==> src/rtl/axi_lite_reg_responder.sv <==
// AXI4-Lite responder terminating writes/reads into NUM_REGS registers, exported in parallel.
// Optional macro AXI_LITE_RESP_ERR_EN: out-of-range accesses answer SLVERR instead of OKAY.
module axi_lite_reg_responder #(
   parameter int unsigned ADDR_WIDTH = 32,
   parameter int unsigned DATA_WIDTH = 32,
   parameter int unsigned STRB_WIDTH = DATA_WIDTH / 8,
   parameter int unsigned NUM_REGS = 16,
   parameter logic [ADDR_WIDTH-1:0] BASE_ADDR = '0
) (
   input  logic                           clk,
   input  logic                           rst,
   input  logic                           awvalid,
   output logic                           awready,
   input  logic [ADDR_WIDTH-1:0]          awaddr,
   input  logic                           wvalid,
   output logic                           wready,
   input  logic [DATA_WIDTH-1:0]          wdata,
   input  logic [STRB_WIDTH-1:0]          wstrb,
   output logic                           bvalid,
   input  logic                           bready,
   output logic [1:0]                     bresp,
   input  logic                           arvalid,
   output logic                           arready,
   input  logic [ADDR_WIDTH-1:0]          araddr,
   output logic                           rvalid,
   input  logic                           rready,
   output logic [DATA_WIDTH-1:0]          rdata,
   output logic [1:0]                     rresp,
   output logic [NUM_REGS*DATA_WIDTH-1:0] regs_o
);

   typedef logic [ADDR_WIDTH-1:0] axiAddrT;
   typedef logic [DATA_WIDTH-1:0] axiDataT;
   typedef logic [STRB_WIDTH-1:0] axiStrobeT;

   localparam int unsigned IDX_W = $clog2(NUM_REGS);
   typedef logic [IDX_W-1:0] idxT;

   localparam logic [1:0] RESP_OKAY = 2'b00;
`ifdef AXI_LITE_RESP_ERR_EN
   localparam logic [1:0] RESP_MISS = 2'b10;
`else
   localparam logic [1:0] RESP_MISS = RESP_OKAY;
`endif

   typedef enum logic {W_IDLE, W_RESP} wStateT;
   typedef enum logic {R_IDLE, R_RESP} rStateT;

   wStateT    wState, wStateNext;
   rStateT    rState, rStateNext;
   logic      awHeld, wHeld;
   axiAddrT   awAddrQ;
   axiDataT   wDataQ;
   axiStrobeT wStrbQ;
   logic [1:0] brespQ, rrespQ;
   axiDataT   rdataQ;
   axiDataT   regFile [NUM_REGS];

   logic      commit;
   axiAddrT   awOffset, arOffset;
   logic      wHit, arHit;
   idxT       wIdx, arIdx;
   logic      unusedAddrBits;

   // Offset is taken at full address width so an address below BASE_ADDR wraps
   // to a large value; the explicit compare rejects it regardless.
   always_comb begin
      awOffset = awAddrQ - BASE_ADDR;
      arOffset = araddr - BASE_ADDR;
      wHit     = (awAddrQ >= BASE_ADDR) && (awOffset[ADDR_WIDTH-1:IDX_W+2] == '0);
      arHit    = (araddr >= BASE_ADDR) && (arOffset[ADDR_WIDTH-1:IDX_W+2] == '0);
      wIdx     = awOffset[IDX_W+1:2];
      arIdx    = arOffset[IDX_W+1:2];
   end

   assign unusedAddrBits = ^{awOffset[1:0], arOffset[1:0]};

   always_ff @(posedge clk) begin
      if (rst) begin
         wState <= W_IDLE;
         rState <= R_IDLE;
      end else begin
         wState <= wStateNext;
         rState <= rStateNext;
      end
   end

   always_comb begin
      wStateNext = wState;
      awready    = 1'b0;
      wready     = 1'b0;
      bvalid     = 1'b0;
      commit     = 1'b0;
      unique case (wState)
         W_IDLE: begin
            awready = !awHeld;
            wready  = !wHeld;
            if (awHeld && wHeld) begin
               commit     = 1'b1;
               wStateNext = W_RESP;
            end
         end
         W_RESP: begin
            bvalid = 1'b1;
            if (bready) wStateNext = W_IDLE;
         end
         default: wStateNext = W_IDLE;
      endcase
   end

   always_comb begin
      rStateNext = rState;
      arready    = 1'b0;
      rvalid     = 1'b0;
      unique case (rState)
         R_IDLE: begin
            arready = 1'b1;
            if (arvalid) rStateNext = R_RESP;
         end
         R_RESP: begin
            rvalid = 1'b1;
            if (rready) rStateNext = R_IDLE;
         end
         default: rStateNext = R_IDLE;
      endcase
   end

   always_ff @(posedge clk) begin
      if (rst) begin
         awHeld  <= 1'b0;
         wHeld   <= 1'b0;
         awAddrQ <= '0;
         wDataQ  <= '0;
         wStrbQ  <= '0;
         brespQ  <= RESP_OKAY;
         rdataQ  <= '0;
         rrespQ  <= RESP_OKAY;
         for (int unsigned i = 0; i < NUM_REGS; i++) regFile[i] <= '0;
      end else begin
         if (awvalid && awready) begin
            awHeld  <= 1'b1;
            awAddrQ <= awaddr;
         end
         if (wvalid && wready) begin
            wHeld  <= 1'b1;
            wDataQ <= wdata;
            wStrbQ <= wstrb;
         end
         if (commit) begin
            awHeld <= 1'b0;
            wHeld  <= 1'b0;
            brespQ <= wHit ? RESP_OKAY : RESP_MISS;
            if (wHit) begin
               for (int unsigned b = 0; b < STRB_WIDTH; b++) begin
                  if (wStrbQ[b]) regFile[wIdx][b*8 +: 8] <= wDataQ[b*8 +: 8];
               end
            end
         end
         // Sampled before this edge's commit lands, so a colliding read sees the old value.
         if (rState == R_IDLE && arvalid) begin
            rdataQ <= arHit ? regFile[arIdx] : '0;
            rrespQ <= arHit ? RESP_OKAY : RESP_MISS;
         end
      end
   end

   assign bresp = brespQ;
   assign rdata = rdataQ;
   assign rresp = rrespQ;

   always_comb begin
      regs_o = '0;
      for (int unsigned i = 0; i < NUM_REGS; i++) regs_o[i*DATA_WIDTH +: DATA_WIDTH] = regFile[i];
   end

endmodule

==> config.mk <==
export PLATFORM = sky130hd
export DESIGN_NAME = axi_lite_reg_responder
export DESIGN_NICKNAME = d
export VERILOG_FILES = /design/src/rtl/axi_lite_reg_responder.sv
export SDC_FILE = /design/constraint.sdc
export NUM_CORES = 1
export LEC_CHECK = 0
export BUFFER_PORTS_ARGS = -buffer_cell sky130_fd_sc_hd__buf_2
export CAP_MARGIN = 20
export CORE_AREA = 3 3 254 256
export CTS_CLUSTER_DIAMETER = 30
export DETAILED_ROUTE_END_ITERATION = 16
export DIE_AREA = 0 0 257 259
export PLACE_DENSITY = 0.76
export RECOVER_POWER = 50
export SYNTH_ARGS = -nofsm -noshare
export SYNTH_HDL_FRONTEND = slang
export SYNTH_SLANG_ARGS = --single-unit
export TNS_END_PERCENT = 50
==> constraint.sdc <==
create_clock -name clk -period 2.7 [get_ports clk]
set_input_delay 0.405 -clock clk [delete_from_list [all_inputs] [get_ports clk]]
set_output_delay 0.405 -clock clk [all_outputs]
set_load 0.1 [all_outputs]
==> flow_summary.yaml <==
min_path:
  hp-class: "primary input to register"
timing:
  drv_slew: 0
  setup_viol: 0
  fin_ws_ns: 0.219
  post-route-min-period_ns: 2.48
  rsz0062_at_grt: "no"
  layout_worst_path_cycle_share_pct: 91.9
  finalSetupTns_ns: 0
  slew_headroom_pct: 11.0
  timing.fmax_mhz: 403
  hold_violations: 0
  worstMarginPinSlew_ns: 1.34
  clock_skew_ns: 0.0314
grt:
  grt_util_all_layers_pct: 29.1
  grt_pass1_vias: 20795
  overflow: 0
  grt_use_met3_pct: 8.36
  met1_usage_pct: 36.2
  grt_max_degree: 105
  antenna_found_initial: 1
  grt_pass1_wl_um: 142000
  grt_util_met2_pct: 47.1
  busiest_layer: "met2"
power:
  p_leak_nw: 12.5
  vdd_ir_drop_max_v: 0.000635
  power_density_mw_per_mm2: 838
setup_path:
  crit_buf_inv: 2
  cpMaxStageDelayCell: "clkbuf_2"
  cp.arrival_ns: 3.05
  crit_chain: "nor2b_1 > clkbuf_1 > nand4_1 > nor2_4 > clkbuf_2 > a22o_1"
  cp_max_fo: 32
  criticalPathCategory: "register to register"
  critical_path_required_ns: 3.27
  startpoint_type: "register"
  crit_family: "buffers and inverters"
  max_stage_delay_ns: 0.87
  worstSetupEndpointType: "register"
floorplanning:
  die_h_um: 259
  num_rows: 92
  ios: 660
  dieArea_mm2: 0.0666
  initial_core_util_pct: 42.1
  core_area_mm2: 0.0627
  die_x_um: 257
finish:
  nets: 2847
  syn_to_final_growth_pct: 31.7
  drive_above_1_share_pct: 19.9
  fin_area_mm2: 0.0348
clocking:
  tritoncts: "done"
  clk_latency_ns: 0.66
  postCtsSetupBuffers: 0
  path_clk_slew_ns: 0.05
  cts_root_buf: "clkbuf_16"
  cts_sinks: 614
  numCtsBuffers: 113
  cts_buffer_depth: 3
  cts-htree-levels: 3
logic_synthesis:
  synth_commonest_cells: "512 x edfxtp_1, 497 x nor2_1, 169 x nand2_1"
  synth_top_area_share_pct: 58.2
  ys_ff_latch: 614
  avgSynthCellArea_um2: 13.4
  synth_area_leaders: "edfxtp_1 58%, mux4_2 11%, dfxtp_1 7.7%, nor2_1 7.1%, mux2i_1 3.6%"
  yosysWarningCount: 0
  netlist.top_cell.by_area: "edfxtp_1"
  synth-edff-count: 512
  synth.distinct_cells: 33
  synth_most_common_cell: "edfxtp_1"
  dominantRegCellSynth: "edfxtp_1"
  synth_seq_area_share_pct: 65.9
  ys_async_sr_fraction_pct: 0
  synthCells: 1971
  syn_area_mm2: 0.0264
drt:
  dr_total_vias: 20900
  viasPerCell: 5.66
  routedWlPerCell_um: 27.2
  drtPass1Iterations: 6
  drt-initial-drc-count: 2400
  drc: 0
  antenna_left: 0
  drt-total-wl_um: 100000
run:
  drv_cap: 0
placed_design:
  pre_cts_slack_ns: 0.283
  io_buffers: 651
  dp_hpwl_um: 74600
  post_dp_cell_area_mm2: 0.0310
  place_congestion: 0.981
status:
  status: "finished clean"
## repair_timing
action,in CTS,in global routing
endpoints found under the hold margin,60,0
resized for setup,0,0
hold buffers,60,0
## cell families (layout without fill, tap and decap cells)
logic type,count (synthesis),count (layout),synth area share [%]
AOI/OAI and AO/OA,164,164,4.16
buffers and inverters,211,1078,3.70
DFF,614,614,65.9
muxes,224,224,14.5
other,1,7,0.0142
and+or+nand+nor,757,757,11.7
## worst reg2reg max path, delay by kind of cell, from the launching register on
family / cells / cell delay, ns
simple gates: 3 / 0.48
buf+inv: 2 / 1.25
flops: 1 / 0.35
compound gates: 1 / 0.32
## final timing paths
kind	start	end	slack [ns]	cells past startpoint
hold / removal	awaddr[4]	awAddrQ[4]	0.05	3
setup reg to reg	rState	rdata[16]	0.22	6
hold reg to reg	awAddrQ[25]	awAddrQ[25]	0.46	2
setup / recovery	rState	rdata[16]	0.22	6
## registers in the layout (all words and copies together), names as in the netlist
| name | flops |
|---|---|
| wStrbQ | 4 |
| wDataQ | 32 |
| regFile | 512 |
| wState | 1 |
| rdata | 32 |
| rState | 1 |
| awAddrQ | 30 |
| wHeld | 1 |
| awHeld | 1 |
## routing by layer
layer / vias up / share of wire (%)
met2: 1595 / 47
met1: 10334 / 36
met4: 0 / 5.1
met3: 271 / 11
met5: - / 0
li1: 8700 / -
## cell usage in the layout (no fill, tap or decap), types with 2 or more instances in the layout
master | netlist | routed
buf_6 | 4 | 3
buf_4 | 12 | 76
nor2_1 | 497 | 495
a21oi_1 | 68 | 68
clkinv_4 | 0 | 9
nor3_1 | 41 | 42
o21bai_1 | 4 | 4
clkbuf_8 | 0 | 6
nand3_2 | 10 | 3
clkbuf_1 | 57 | 545
nand4_1 | 2 | 2
clkinv_16 | 0 | 2
diode_2 | 0 | 3
clkbuf_2 | 1 | 36
mux4_2 | 128 | 128
nor2_4 | 0 | 2
inv_1 | 35 | 35
a22o_1 | 32 | 32
nor4_1 | 12 | 12
edfxtp_1 | 512 | 512
buf_12 | 0 | 13
bufinv_16 | 0 | 13
inv_4 | 0 | 2
nand2_1 | 169 | 169
clkinv_2 | 0 | 20
nand3_1 | 5 | 12
nand2b_1 | 4 | 4
inv_16 | 0 | 2
and4_1 | 5 | 5
a21o_1 | 60 | 60
conb_1 | 1 | 4
dfxtp_1 | 102 | 102
clkbuf_16 | 0 | 118
clkinvlp_4 | 0 | 13
buf_2 | 88 | 101
dlygate4sd3_1 | 0 | 60
inv_6 | 0 | 11
clkinv_1 | 4 | 12
nor3_2 | 5 | 4
mux2i_1 | 96 | 96
## cell type report
class	instances	area [um2]
Inverter	39	146
Tap cell	846	1060
Antenna cell	3	7.51
Timing Repair Buffer	823	4160
Clock buffer	135	3080
Sequential cell	614	17400
Clock inverter	81	917
Multi-Input combinational cell	1149	8030
Fill cell	5249	27900
## report_power, final
part	switching [mW]	leakage [nW]	internal (mW)
Combinational	3.09	4.47	0.726
Sequential	0.273	6.12	10.6
Clock	5.04	1.93	9.45
Total	8.41	12.5	20.8
## metrics by stage
stage                     utilization [%]  power (mW)  std cells  hold slack, ns
after floorplan                         -        13.9       1974           0.436
after global placement               49.4        14.8       3411           0.445
after global routing                 55.5        29.9       3688          0.0281
final                                55.5        29.2       3690          0.0509
after CTS                            56.7        29.3       3687         0.00258
after detailed placement             49.4        14.8       3411           0.448
(Power assumes the default switching activity.)
